$ cat config.mk
export PLATFORM = sky130hd
export DESIGN_NAME = if_id_skid_reg
export DESIGN_NICKNAME = d
export VERILOG_FILES = /design/src/rtl/if_id_pkg.sv /design/src/rtl/pipe_slot.sv /design/src/rtl/if_id_skid_reg.sv
export SDC_FILE = /design/constraint.sdc
export NUM_CORES = 1
export LEC_CHECK = 0
export ABC_AREA = 0
export BUFFER_PORTS_ARGS = -buffer_cell sky130_fd_sc_hd__buf_2
export CORE_ASPECT_RATIO = 0.8
export CORE_MARGIN = 2
export CORE_UTILIZATION = 29
export DETAILED_ROUTE_END_ITERATION = 16
export PLACE_DENSITY = 0.53
export SLEW_MARGIN = 20
export SYNTH_ARGS = -nofsm -noshare
export SYNTH_HDL_FRONTEND = slang
export SYNTH_SLANG_ARGS = --single-unit
$ cat constraint.sdc
create_clock -name clock -period 2.6 [get_ports clock]
set_clock_uncertainty 0.05 [all_clocks]
set_input_delay 0 -clock clock [delete_from_list [all_inputs] [get_ports clock]]
set_output_delay 0 -clock clock [all_outputs]
set_load 0.02 [all_outputs]
$ cat src/rtl/if_id_pkg.sv
// +-----------------------------------------------------------------------+
// | if_id_pkg : shared widths, bubble encoding and entry layout for IF/ID  |
// | Revision  : 1.0                                                        |
// +-----------------------------------------------------------------------+
`default_nettype none

package if_id_pkg;

  localparam int INSTR_W_D = 32;
  localparam int PC_W_D    = 8;
  localparam int PC_INC_D  = 4;
  localparam logic [INSTR_W_D-1:0] NOP_INSTR_D = 32'h0000_0000;

  typedef struct packed {
    logic [INSTR_W_D-1:0] instr;
    logic [PC_W_D-1:0]    pc;
    logic [PC_W_D-1:0]    pc_plus;
  } if_id_entry_t;

endpackage

`default_nettype wire

$ cat src/rtl/pipe_slot.sv
// +-----------------------------------------------------------------------+
// | pipe_slot : one register entry with valid bit, load/clear/hold control |
// | Revision  : 1.0                                                        |
// +-----------------------------------------------------------------------+
`default_nettype none

module pipe_slot
  import if_id_pkg::*;
#(
  parameter int               WIDTH     = INSTR_W_D + 2 * PC_W_D,
  parameter logic [WIDTH-1:0] RESET_VAL = '0
) (
  input  logic             clock,
  input  logic             reset_n,
  input  logic             i_load,
  input  logic             i_clear,
  input  logic [WIDTH-1:0] i_d,
  output logic             o_valid,
  output logic [WIDTH-1:0] o_q
);

  logic             r_valid;
  logic [WIDTH-1:0] r_q;

  // Clear drops only the valid bit; the payload keeps its last value.
  always_ff @(posedge clock) begin
    if (!reset_n) begin
      r_valid <= 1'b0;
      r_q     <= RESET_VAL;
    end else if (i_clear) begin
      r_valid <= 1'b0;
    end else if (i_load) begin
      r_valid <= 1'b1;
      r_q     <= i_d;
    end
  end

  assign o_valid = r_valid;
  assign o_q     = r_q;

endmodule

`default_nettype wire

$ cat src/rtl/if_id_skid_reg.sv
// +-----------------------------------------------------------------------+
// | if_id_skid_reg : IF/ID register with valid/ready and a one-entry skid  |
// | Revision       : 1.0                                                   |
// +-----------------------------------------------------------------------+
`default_nettype none

module if_id_skid_reg
  import if_id_pkg::*;
#(
  parameter int                 INSTR_W   = INSTR_W_D,
  parameter int                 PC_W      = PC_W_D,
  parameter int                 PC_INC    = PC_INC_D,
  parameter logic [INSTR_W-1:0] NOP_INSTR = INSTR_W'(NOP_INSTR_D)
) (
  input  logic               clock,
  input  logic               reset_n,
  input  logic               flush,
  input  logic               in_valid,
  output logic               in_ready,
  input  logic [INSTR_W-1:0] instr_in,
  input  logic [PC_W-1:0]    pc_in,
  output logic               out_valid,
  input  logic               out_ready,
  output logic [INSTR_W-1:0] instr_out,
  output logic [PC_W-1:0]    pc_out,
  output logic [PC_W-1:0]    pc_plus_out,
  output logic               stalled
);

  localparam int c_ENTRY_W = INSTR_W + 2 * PC_W;

  typedef struct packed {
    logic [INSTR_W-1:0] instr;
    logic [PC_W-1:0]    pc;
    logic [PC_W-1:0]    pc_plus;
  } entry_t;

  logic                 w_main_valid;
  logic                 w_skid_valid;
  logic [c_ENTRY_W-1:0] w_main_q;
  logic [c_ENTRY_W-1:0] w_skid_q;
  logic [c_ENTRY_W-1:0] w_main_d;
  entry_t               w_main;
  entry_t               w_in_entry;
  logic                 w_accept;
  logic                 w_fire;
  logic                 w_main_load;
  logic                 w_main_clear;
  logic                 w_skid_load;
  logic                 w_skid_clear;

  assign w_in_entry = {instr_in, pc_in, pc_in + PC_W'(PC_INC)};

  // in_ready comes straight from the skid valid flop, so ready never
  // depends combinationally on out_ready or in_valid.
  assign w_accept = in_valid & ~w_skid_valid;
  assign w_fire   = w_main_valid & out_ready;

  // A full skid refills main on fire, keeping strict FIFO order.
  assign w_main_load  = ~flush & ((w_accept & (~w_main_valid | w_fire)) | (w_skid_valid & w_fire));
  assign w_main_clear = flush | (~w_skid_valid & w_fire & ~w_accept);
  assign w_main_d     = w_skid_valid ? w_skid_q : c_ENTRY_W'(w_in_entry);
  assign w_skid_load  = ~flush & w_accept & w_main_valid & ~w_fire;
  assign w_skid_clear = flush | (w_skid_valid & w_fire);

  pipe_slot #(.WIDTH(c_ENTRY_W), .RESET_VAL('0)) u_main_slot (
    .clock   (clock),
    .reset_n (reset_n),
    .i_load  (w_main_load),
    .i_clear (w_main_clear),
    .i_d     (w_main_d),
    .o_valid (w_main_valid),
    .o_q     (w_main_q)
  );

  pipe_slot #(.WIDTH(c_ENTRY_W), .RESET_VAL('0)) u_skid_slot (
    .clock   (clock),
    .reset_n (reset_n),
    .i_load  (w_skid_load),
    .i_clear (w_skid_clear),
    .i_d     (c_ENTRY_W'(w_in_entry)),
    .o_valid (w_skid_valid),
    .o_q     (w_skid_q)
  );

  assign w_main      = w_main_q;
  assign out_valid   = w_main_valid;
  assign instr_out   = w_main_valid ? w_main.instr : NOP_INSTR;
  assign pc_out      = w_main.pc;
  assign pc_plus_out = w_main.pc_plus;
  assign in_ready    = ~w_skid_valid;
  assign stalled     = w_skid_valid;

endmodule

`default_nettype wire

After elaboration in Yosys (flattened, before gate mapping):

Cells that the tools add are included.

* reduce and logical (&&, ||, !) cells: 4
* mux-type cells: 2
* add/sub/neg operators: 1
* bitwise logic cells: 22

Operators with widths (number)
* $mux W48: 1
* $mux W32: 1
* $and A1 B1 Y1: 10
* $add A8 B3 Y8 const B: 1
* $not A1 Y1: 8
* $or A1 B1 Y1: 4
* $reduce_and A2 Y1: 2
* $reduce_or A2 Y1: 2

* output and inout port bits: 51
* logic and storage cells: 33
* register bits after elaboration: 98
* input port bits: 45

Longest topological paths before layout:

* depth in word-level cells: 7
* mapped depth: 7
* gate-level depth less buffers: 5

Cells and area by module:

Synthesis repeated with hierarchy kept, for this count alone.

* cells, all modules: 547
* area total of the unflattened synthesis: 4852.2 um2

By module, submodules not included
* pipe_slot: instances 2, seq. area each 980.9 um2, area each 1964.4 um2, cells an instance 213
* if_id_skid_reg: instances 1, seq. area each 0.0 um2, area each 923.4 um2, cells an instance 121

Worst setup path after synthesis:

OpenSTA, ideal clock, no wires.

* path type: flip-flop to flip-flop
* start: register u_main_slot.r_valid, in the netlist u_main_slot.o_valid
* end: register u_skid_slot.r_q[7], in the netlist u_skid_slot.o_q[7]
* setup slack: 0.929 ns
* cell stages (with the launch flop): 8
* path buffers: 3
* data arrival time: 1.505 ns
* setup time: 0.116 ns
* cells stage by stage: dfxtp_1 > buf_4 > nand2_1 > or4_4 > buf_6 > buf_6 > nor3_2 > nor2_1

* cells in the longest elaborated chain, start to end: 5

RTL lines
* start, declared: RTL line pipe_slot.sv:22 `logic r_valid;`
* start signal, assigned: RTL line pipe_slot.sv:28 `r_valid <= 1'b0;`
* start signal, assigned: RTL line pipe_slot.sv:31 `r_valid <= 1'b0;`
* start signal, assigned: RTL line pipe_slot.sv:33 `r_valid <= 1'b1;`
* $and A1 B1 Y1: RTL line if_id_skid_reg.sv:57 `assign w_fire = w_main_valid & out_ready;`
* $and A1 B1 Y1: RTL line if_id_skid_reg.sv:64 `assign w_skid_clear = flush | (w_skid_valid & w_fire);`
* $or A1 B1 Y1: RTL line if_id_skid_reg.sv:64
* $not A1 Y1 (no source line)
* $reduce_and A2 Y1 (no source line) *
* end signal, assigned: RTL line pipe_slot.sv:34 `r_q <= i_d;`
* end, declared: RTL line pipe_slot.sv:23 `logic [WIDTH-1:0] r_q;`

Every way passes the cells marked *; elsewhere a longest branch is shown, timed or not.
A chain may end at the register's enable or synchronous reset.

Worst setup path in the final report:

* start: register u_skid_slot.r_valid, in the netlist u_skid_slot.o_valid
* end: register u_skid_slot.r_valid, in the netlist u_skid_slot.o_valid

* cells in the longest elaborated chain, start to end: 5

RTL lines
* start, declared: RTL line pipe_slot.sv:22
* start signal, assigned: RTL line pipe_slot.sv:28
* start signal, assigned: RTL line pipe_slot.sv:31
* start signal, assigned: RTL line pipe_slot.sv:33
* $not A1 Y1: RTL line if_id_skid_reg.sv:56 `assign w_accept = in_valid & ~w_skid_valid;`
* $and A1 B1 Y1: RTL line if_id_skid_reg.sv:56
* $and A1 B1 Y1 (3 in series): RTL line if_id_skid_reg.sv:63 `assign w_skid_load = ~flush & w_accept & w_main_valid & ~w_fire;`

Parallel ways exist; a longest one is shown, timed or not.

==> flow_summary.toml <==
[setup_path]
rr_worst_depth = 4
critical_path_depth = 4
end_kind = "register"
crit_buf_inv = 3
cp-endpoint = "u_skid_slot.o_valid"
crit_slowest_cell = "dlygate4sd3_1"
worst_setup_path_start_kind = "register"
required_ns = 2.83
crit_type = "reg2reg"
reg2reg_slack_ns = 0.55
crit_family = "buffers and inverters"
critical_path.max_fanout = 23
cp-startpoint = "u_skid_slot.o_valid"
cp_cell_sequence = "buf_4, inv_1, a221oi_1, dlygate4sd3_1"
worstReg2RegStart = "u_skid_slot.o_valid"
max_stage_delay_ns = 0.58
reg2reg_to = "u_skid_slot.o_valid"
arrival_ns = 2.28

[synth]
synth_area_leaders = "dfxtp_1 (43%), nand2_1 (11%), o211a_1 (9.8%), mux2i_1 (9.6%), a21boi_1 (6.3%)"
syn_nets = 530
synthXorXnorAreaFrac_pct = 0.599
yosysWarnings = 0
syn-instance-count = 484
synth_top_cell_area_share_pct = 42.9
avgSynthCellArea_um2 = 9.06
ys_types = 31
synth_edf_count = 0
synthesis.area_mm2 = 0.00439
synthMuxAreaShare_pct = 9.59
synth_top_cell_by_area = "dfxtp_1"
synth-simple-area-share_pct = 18.9
ys_seq_area_share_pct = 42.9
synth-compound-area-share_pct = 19.3
synth_top_family_by_area = "compound AO/OA/AOI/OAI gates"
synthFlopType = "dfxtp_1"
synthArstFlopShare_pct = 0
synthAdderAreaFrac_pct = 0.285
synth_seq_cells = 94

[clocking]
clk_latency_ns = 0.34
cts.sinks = 94
htreeDepth = 3
clock_path_buffers = 2
path_clk_slew_ns = 0.07
cts_setup_buffers = 0
cts_made_buffers = 9
root_buffer = "clkbuf_16"
cts_tree = "built"

[finish]
drive_above_1_share_pct = 21.1
fin_area_mm2 = 0.00559
antenna_cells = 0
mostFrequentLayoutCell = "nand2_1"
nNetsFinal = 633
mostFrequentLayoutCells = "nand2_1 (134), buf_2 (95), dfxtp_1 (93)"
syn_to_final_growth_pct = 27.5

[die]
num_rows = 40
num_io_pins = 96
die_w_um = 141
initial_core_util_pct = 29.4
coreArea_mm2 = 0.0149
die_area_mm2 = 0.0161
chipHeight_um = 114

[pwr]
power_frac_clock_pct = 42.0
powerDensity_mw_per_mm2 = 581
p_sw_w = 0.000776
p_int_w = 0.00247
finalPower_w = 0.00325
power_frac_seq_pct = 47.0
irDropWorstVdd_mv = 0.280
p_sw_share_pct = 23.9
pwr-share-comb_pct = 11.1
p_leak_nw = 2.60

[detailed_routing]
route.vias.total = 3525
wl_per_cell_um = 13.3
route.detailed.drc = 0
dr.pass1.iters = 5
vias_per_cell = 4.51
drtIter0Drc = 143
wl_mm = 10.4
drtAntennaViolNets = 0

[sta]
grt_setup_unrepaired = "false"
setup-tns-final_ns = 0
worst_pin_slew_ns = 0.813
setup_viol_count_final = 0
layout_min_cycle_time_ns = 2.05
period_share_pct = 78.8
maxSlewViolCount = 0
setup_slack_ns = 0.550
relSlewSlack_pct = 45.8
max_freq_mhz = 488
holdWs_ns = 0.234
final_hold_viol_count = 0

[placement]
dp_slack_ns = 0.617
io_buffers = 95
place.gp.congestion = 0.689
place_area_mm2 = 0.00484
hpwlAfterDp_mm = 6.75

[global_route]
grt_usage_pct = 13.0
grt_pass1_wl_mm = 16.6
antenna_found_initial = 0
grt_max_degree = 63
grt_pass1_vias = 3342
gr-total-overflow = 0

[run]
drv_cap = 0

[min_path]
hold_class = "in2reg"

[status]
status = "finished clean"
## kinds of logic (layout without fill, tap and decap cells)
group | Yosys count | after routing
and+or+nand+nor | 188 | 188
buffers and inverters | 58 | 166
adders and majority gates | 1 | 1
DFF | 94 | 94
muxes | 42 | 42
AOI/OAI and AO/OA | 98 | 98
xor gates and xnor gates | 3 | 3
## flip-flops by register name, indices dropped and copies added (netlist names)
register,flops
u_main_slot.o_valid,1
u_skid_slot.o_q,46
u_skid_slot.o_valid,1
u_main_slot.o_q,46
## stage by stage
step           cells  util (%)
4_1_cts          781      37.5
3_5_place_dp     721      32.5
3_3_place_gp     721      32.5
6_report         781      37.5
2_1_floorplan    484         -
5_1_grt          781      37.5
## layer usage
metal | vias up | routed length [um] | global-route usage (%)
li1 | 1824 | - | -
met1 | 1618 | 5130 | 17.4
met2 | 68 | 4570 | 20.3
met3 | 15 | 498 | 3.57
met4 | 0 | 151 | 4.27
met5 | - | 0 | 0
## how the worst min path moves through the flow
stage                   start  depth (start not counted)                  end  slack (ns)
detailed placement  out_ready                          2  u_skid_slot.o_valid        0.20
global placement    out_ready                          2  u_skid_slot.o_valid        0.20
finish                reset_n                          2  u_main_slot.o_q[31]        0.23
floorplan           out_ready                          1  u_skid_slot.o_valid        0.06
global route          reset_n                          2  u_main_slot.o_q[33]        0.27
CTS                   reset_n                          2  u_main_slot.o_q[33]        0.25
## cells in the mapped netlist, types with 3 or more instances
master	n
nor2_1	6
o21ai_0	5
a21boi_0	5
o211a_1	43
mux2i_1	42
nand2_1	134
and2_1	32
nand2b_1	5
dfxtp_1	94
buf_2	13
clkbuf_1	14
buf_4	23
xnor2_1	3
nand3_1	3
buf_6	6
a21boi_1	37
## power groups by stage
stage | Sequential, W | Combinational (W) | Clock [W]
final | 0.00153 | 0.000359 | 0.00136
after global routing | 0.00153 | 0.000394 | 0.00145
after CTS | 0.00153 | 0.000365 | 0.00140
after detailed placement | 0.00156 | 0.000313 | 0
after global placement | 0.00156 | 0.000309 | 0
after floorplan | 0.00155 | 0.000226 | 0
## worst reg2reg max path: cells and delay by family, from the launching register on
kind | cells | cell delay (ns)
DFF | 1 | 0.54
buffers and inverters | 3 | 1.12
AOI/OAI and AO/OA | 1 | 0.29
## final cells by class
type / count / area (um2)
fill: 1544 / 9320
multi-input combinational: 332 / 2160
sequential: 94 / 1890
timing repair buffer: 148 / 996
clock buffer: 11 / 254
tap: 189 / 236
clock inverter: 5 / 56.3
inverter: 2 / 7.51
## what timing repair did
action,in CTS,in global routing
resized for setup,0,0
hold buffers,44,0
endpoints found under the hold margin,71,0
Note: power is estimated with default switching activity, not from simulation.
